[src/rtl/fetch_unit.sv]
// Instruction fetch sequencer: requests a word at the current PC, holds it for
// decode, pulses the PC advance and raises a sticky error on memory timeout.
module fetch_unit #(
   parameter int unsigned MEM_TIMEOUT = 15
) (
   input  logic        i_clk,
   input  logic        i_reset,
   input  logic [7:0]  i_pc,
   output logic        o_incPc,
   output logic [7:0]  o_memAddr,
   output logic        o_memRd,
   input  logic [15:0] i_memData,
   input  logic        i_memAck,
   output logic [15:0] o_instr,
   output logic        o_instrValid,
   input  logic        i_decReady,
   input  logic        i_flush,
   output logic        o_fetchErr,
   output logic [7:0]  o_fetchCount
);

   typedef enum logic [2:0] {
      IDLE,
      REQ,
      HOLD,
      ADVANCE,
      SETTLE,
      ERR
   } state_t;

   localparam logic [3:0] TMO_LAST = 4'(MEM_TIMEOUT - 1);

   state_t      state, state_nx;
   logic [3:0]  tmo_cnt, tmo_cnt_nx;
   logic        inc_pc_nx, mem_rd_nx, instr_valid_nx, fetch_err_nx;
   logic [7:0]  mem_addr_nx, fetch_count_nx;
   logic [15:0] instr_nx;
   logic        tmo_hit;

   // Counter holds the number of ack-less REQ cycles already completed.
   assign tmo_hit = (tmo_cnt == TMO_LAST);

   always_ff @(posedge i_clk or posedge i_reset) begin
      if (i_reset) begin
         state <= IDLE;
      end else begin
         state <= state_nx;
      end
   end

   always_comb begin
      state_nx = state;
      unique case (state)
         IDLE:    state_nx = REQ;
         REQ: begin
            if (i_flush)       state_nx = IDLE;
            else if (i_memAck) state_nx = HOLD;
            else if (tmo_hit)  state_nx = ERR;
         end
         HOLD: begin
            if (i_flush)         state_nx = IDLE;
            else if (i_decReady) state_nx = ADVANCE;
         end
         ADVANCE: state_nx = i_flush ? IDLE : SETTLE;
         SETTLE:  state_nx = i_flush ? IDLE : REQ;
         ERR:     state_nx = ERR;
         default: state_nx = IDLE;
      endcase
   end

   // Registered outputs are decoded from the state being entered.
   always_comb begin
      mem_addr_nx    = o_memAddr;
      instr_nx       = o_instr;
      fetch_count_nx = o_fetchCount;
      tmo_cnt_nx     = tmo_cnt;
      mem_rd_nx      = (state_nx == REQ);
      inc_pc_nx      = (state_nx == ADVANCE);
      instr_valid_nx = (state_nx == HOLD);
      fetch_err_nx   = (state_nx == ERR);
      if ((state_nx == REQ) && (state != REQ)) begin
         mem_addr_nx = i_pc;
         tmo_cnt_nx  = '0;
      end else if ((state == REQ) && (state_nx == REQ)) begin
         tmo_cnt_nx = tmo_cnt + 4'd1;
      end
      if ((state == REQ) && (state_nx == HOLD)) begin
         instr_nx = i_memData;
      end
      if ((state == HOLD) && (state_nx == ADVANCE)) begin
         fetch_count_nx = o_fetchCount + 8'd1;
      end
   end

   always_ff @(posedge i_clk or posedge i_reset) begin
      if (i_reset) begin
         o_incPc      <= 1'b0;
         o_memRd      <= 1'b0;
         o_memAddr    <= '0;
         o_instr      <= '0;
         o_instrValid <= 1'b0;
         o_fetchErr   <= 1'b0;
         o_fetchCount <= '0;
         tmo_cnt      <= '0;
      end else begin
         o_incPc      <= inc_pc_nx;
         o_memRd      <= mem_rd_nx;
         o_memAddr    <= mem_addr_nx;
         o_instr      <= instr_nx;
         o_instrValid <= instr_valid_nx;
         o_fetchErr   <= fetch_err_nx;
         o_fetchCount <= fetch_count_nx;
         tmo_cnt      <= tmo_cnt_nx;
      end
   end

endmodule

[config.mk]
export PLATFORM = sky130hd
export DESIGN_NAME = fetch_unit
export DESIGN_NICKNAME = d
export VERILOG_FILES = /design/src/rtl/fetch_unit.sv
export SDC_FILE = /design/constraint.sdc
export NUM_CORES = 1
export LEC_CHECK = 0
export BUFFER_PORTS_ARGS = -buffer_cell sky130_fd_sc_hd__buf_2
export CORE_MARGIN = 1.5
export CORE_UTILIZATION = 35
export CTS_BUF_LIST = sky130_fd_sc_hd__clkbuf_16
export CTS_CLUSTER_SIZE = 8
export DETAILED_ROUTE_END_ITERATION = 8
export GPL_TIMING_DRIVEN = 0
export SKIP_LAST_GASP = 1
export SYNTH_ARGS = -nofsm -noshare
export SYNTH_HDL_FRONTEND = slang
export SYNTH_SLANG_ARGS = --single-unit
[constraint.sdc]
create_clock -name i_clk -period 4.9 [get_ports i_clk]
set_input_delay 0.735 -clock i_clk [delete_from_list [all_inputs] [get_ports i_clk]]
set_output_delay 0.735 -clock i_clk [all_outputs]
set_load 0.03 [all_outputs]
==> out/metrics.csv <==
stage,metric,value,unit
run_status,status,finished clean,
floorplan,Die W,75.2,um
drt,ANT nets after route,0,
placement,routability-driven placement congestion ratio,0.776,
pwr,Final Power,1.51,mW
worst_setup_path,Crit-path slowest cell,mux2_2,
pwr,combinational group share of total power,0.434,
cts,CTS Buf Count,5,
finish,Fill cells,500,
floorplan,core area,5070,um2
grt,GRT overflow,0,
placement,I/O Buffers,63,
timing,Tcrit/Tclk final,0.378,
worst_setup_path,crit path DAT,2.01,ns
timing,clock skew,0.00351,ns
cts,clk slew on worst S/H paths,0.06,ns
pwr,Sw Share,0.390,
cts,clk root buf,clkbuf_16,
worst_setup_path,r2r setup slk,3.13,ns
pwr,Internal,0.922,mW
worst_setup_path,"critical path, cell by cell",buf_6 > nor2_1 > and3_1 > buf_6 > buf_8 > mux2_2,
timing,Slew Limit Fails,0,
cts,CTS H-tree depth,2,
worst_setup_path,type of origin of the critical path,input pin,
floorplan,row cnt,26,
run,Max-Cap Viols,0,
grt,largest net degree at the start of global routing,30,
synthesis,synth top area cells,"dfrtp_1 (59%), mux2_2 (14%), ha_1 (2.1%), xnor2_1 (1.9%), xor2_1 (1.9%)",
cts,clk_lat worst skew,0.27,ns
finish,Syn-to-layout area delta,30.2,%
synthesis,Mapped Nets,163,
finish,area of the multi-input gates,678,um2
timing,Final setup viols,0,
cts,Resized Gates After CTS,0,
finish,ant diodes,0,
finish,Final Net Count,234,
floorplan,Die Y,75.2,um
worst_setup_path,crit path launch,i_flush,
synthesis,Synth cell types,36,
cts,cts hold-fix bufs,0,
synthesis,ys flop type,dfrtp_1,
synthesis,most instantiated library cell after synthesis,dfrtp_1,
pwr,PwrDens,636,nW/um2
synthesis,cell taking the most area after synthesis,dfrtp_1,
cts,Longest Clk Path Bufs,2,
drt,DRT Wirelength,3180,um
grt,first-pass GRT wire length,4970,um
finish,FF+latch area,1080,um2
worst_setup_path,crit path capture type,flip-flop,
pwr,net switching power,0.590,mW
floorplan,die area,5660,um2
synthesis,ys async rst share,1.00,
synthesis,Avg Inst Size Synth,13.9,um2
pwr,Seq pwr share,0.368,
worst_setup_path,most numerous cell on the critical path,buf_6,
drt,Pre-Repair DR Iteration Count,4,
placement,dpl cells,265,
pwr,worst vdd ir,0.290,mV
drt,DR iter-0 viols,30,
synthesis,number of synthesized flops with an enable pin,0,
cts,CTS tree,yes,
grt,global-route total usage across every layer,0.118,
synthesis,post-synthesis sequential area ratio,0.589,
synthesis,Yosys warning count,0,
worst_setup_path,crit-path max cell delay,0.34,ns
timing,Max-slew headroom,0.650,
placement,final HPWL from detailed placement,2370,um
pwr,leakage,1.18,nW
worst_setup_path,reg2reg start,state[2]$_DFF_PP0_,
cts,clk sinks,43,
pwr,Clk pwr share,0.198,
synthesis,Synth Register Bits,43,
synthesis,Mapped Cells,131,
synthesis,Post-synth top cells,"dfrtp_1 (43), mux2_2 (23), nor2_1 (6)",
grt,initial antenna violation count,0,
timing,crit path time final,1.85,ns
drt,Wirelength per Cell,11.7,um
synthesis,mapped cell area,1830,um2
timing,Final TNS setup,0,ns
cts,setup repair bufs after CTS,0,
grt,vias in the first global route,1091,
timing,"Hold Vio Cnt, Final",0,
finish,Non-Filler Instances,271,
synthesis,post-synth top area share,0.589,
timing,RSZ-0062 raised after global routing,false,
drt,# DRC,0,
finish,fraction of layout cells with a size suffix above 1,0.522,
worst_hold_path,min-delay worst type,in2async,
worst_setup_path,crit path kind,in2reg,
floorplan,I/O pins,65,
worst_setup_path,maximum net fanout on the critical path,10,
timing,Slew @ Worst Pin,0.523,ns
floorplan,Starting Density,0.360,
drt,Via Count,1233,
drt,Via-to-Cell Ratio,4.55,
timing,fmax,540,MHz
worst_setup_path,required time of the worst setup path,5.06,ns
-- power by group through the flow --
stage          clock network, mW  logic [mW]  registers [mW]
2_1_floorplan                  0       0.249           0.798
3_3_place_gp                   0       0.659           0.561
3_5_place_dp                   0       0.662           0.564
4_1_cts                    0.311       0.664           0.559
5_1_grt                    0.320       0.713           0.579
6_report                   0.299       0.656           0.557
-- stage by stage --
step | util | cell area (um2) | worst slack [ns] | hold WS [ns]
floorplan | - | 1830 | 2.93 | 0.484
global placement | 0.439 | 2230 | 2.53 | 0.452
detailed placement | 0.443 | 2250 | 2.74 | 0.455
CTS | 0.469 | 2380 | 3.04 | 0.431
global route | 0.469 | 2380 | 2.96 | 0.454
finish | 0.469 | 2380 | 3.05 | 0.422
-- layout make-up --
type,count,share of cell area
clock inverter,1,0.00158
sequential,43,0.452
multi-input combinational,79,0.285
timing repair buffer,64,0.141
buffer,6,0.0258
inverter,3,0.00473
tap,70,0.0368
clock buffer,5,0.0526
-- routing by layer --
| layer | GRT usage | vias up | part of all wire |
|---|---|---|---|
| li1 | - | 601 | - |
| met1 | 0.153 | 594 | 0.47 |
| met2 | 0.179 | 34 | 0.46 |
| met3 | 0.0442 | 4 | 0.062 |
| met4 | 0.0476 | 0 | 0.012 |
| met5 | 0 | - | 0 |
-- sequential cells by signal, indices dropped and copies added (netlist names) --
signal        cells
tmo_cnt           4
o_instrValid      1
state             3
o_fetchCount      8
o_memAddr         8
o_instr          16
o_memRd           1
o_fetchErr        1
o_incPc           1
-- worst max-delay path: cells and delay by family --
kind          cells  cell delay [ns]
simple gates      2             0.54
buf+inv           3             0.39
mux               1             0.34
-- worst paths after layout --
kind | cells after the start | to
setup reg to reg | 6 | o_instr[2]$_DFFE_PP0P_
hold / removal | 2 | o_fetchCount[2]$_DFFE_PP0P_
max in group asynchronous | 3 | o_instr[14]$_DFFE_PP0P_
setup / recovery | 6 | o_instr[2]$_DFFE_PP0P_
min in group i_clk | 1 | o_fetchCount[7]$_DFFE_PP0P_
hold reg to reg | 1 | o_fetchCount[7]$_DFFE_PP0P_
-- cells in the final DEF, fill, tap and decap left out, types with 2 or more instances in the layout --
cell type,n
a21oi_1,4
and3_1,3
buf_2,64
buf_6,3
clkbuf_16,5
dfrtp_1,43
ha_1,3
inv_1,3
mux2_1,3
mux2_2,23
nand2_1,3
nand2b_1,2
nand4_1,4
nor2_1,6
nor2b_1,2
xnor2_1,4
xor2_1,4
-- cells by family (layout without fill, tap and decap cells) --
group | count (synthesis) | after routing | share of synthesized area
AOI/OAI and AO/OA | 11 | 11 | 0.0459
muxes | 27 | 27 | 0.166
adders and majority gates | 3 | 3 | 0.0206
buffers and inverters | 9 | 79 | 0.0397
xor gates and xnor gates | 8 | 8 | 0.0384
and+or+nand+nor | 30 | 30 | 0.101
DFF | 43 | 43 | 0.589
Power figures use the tool's default switching activity.
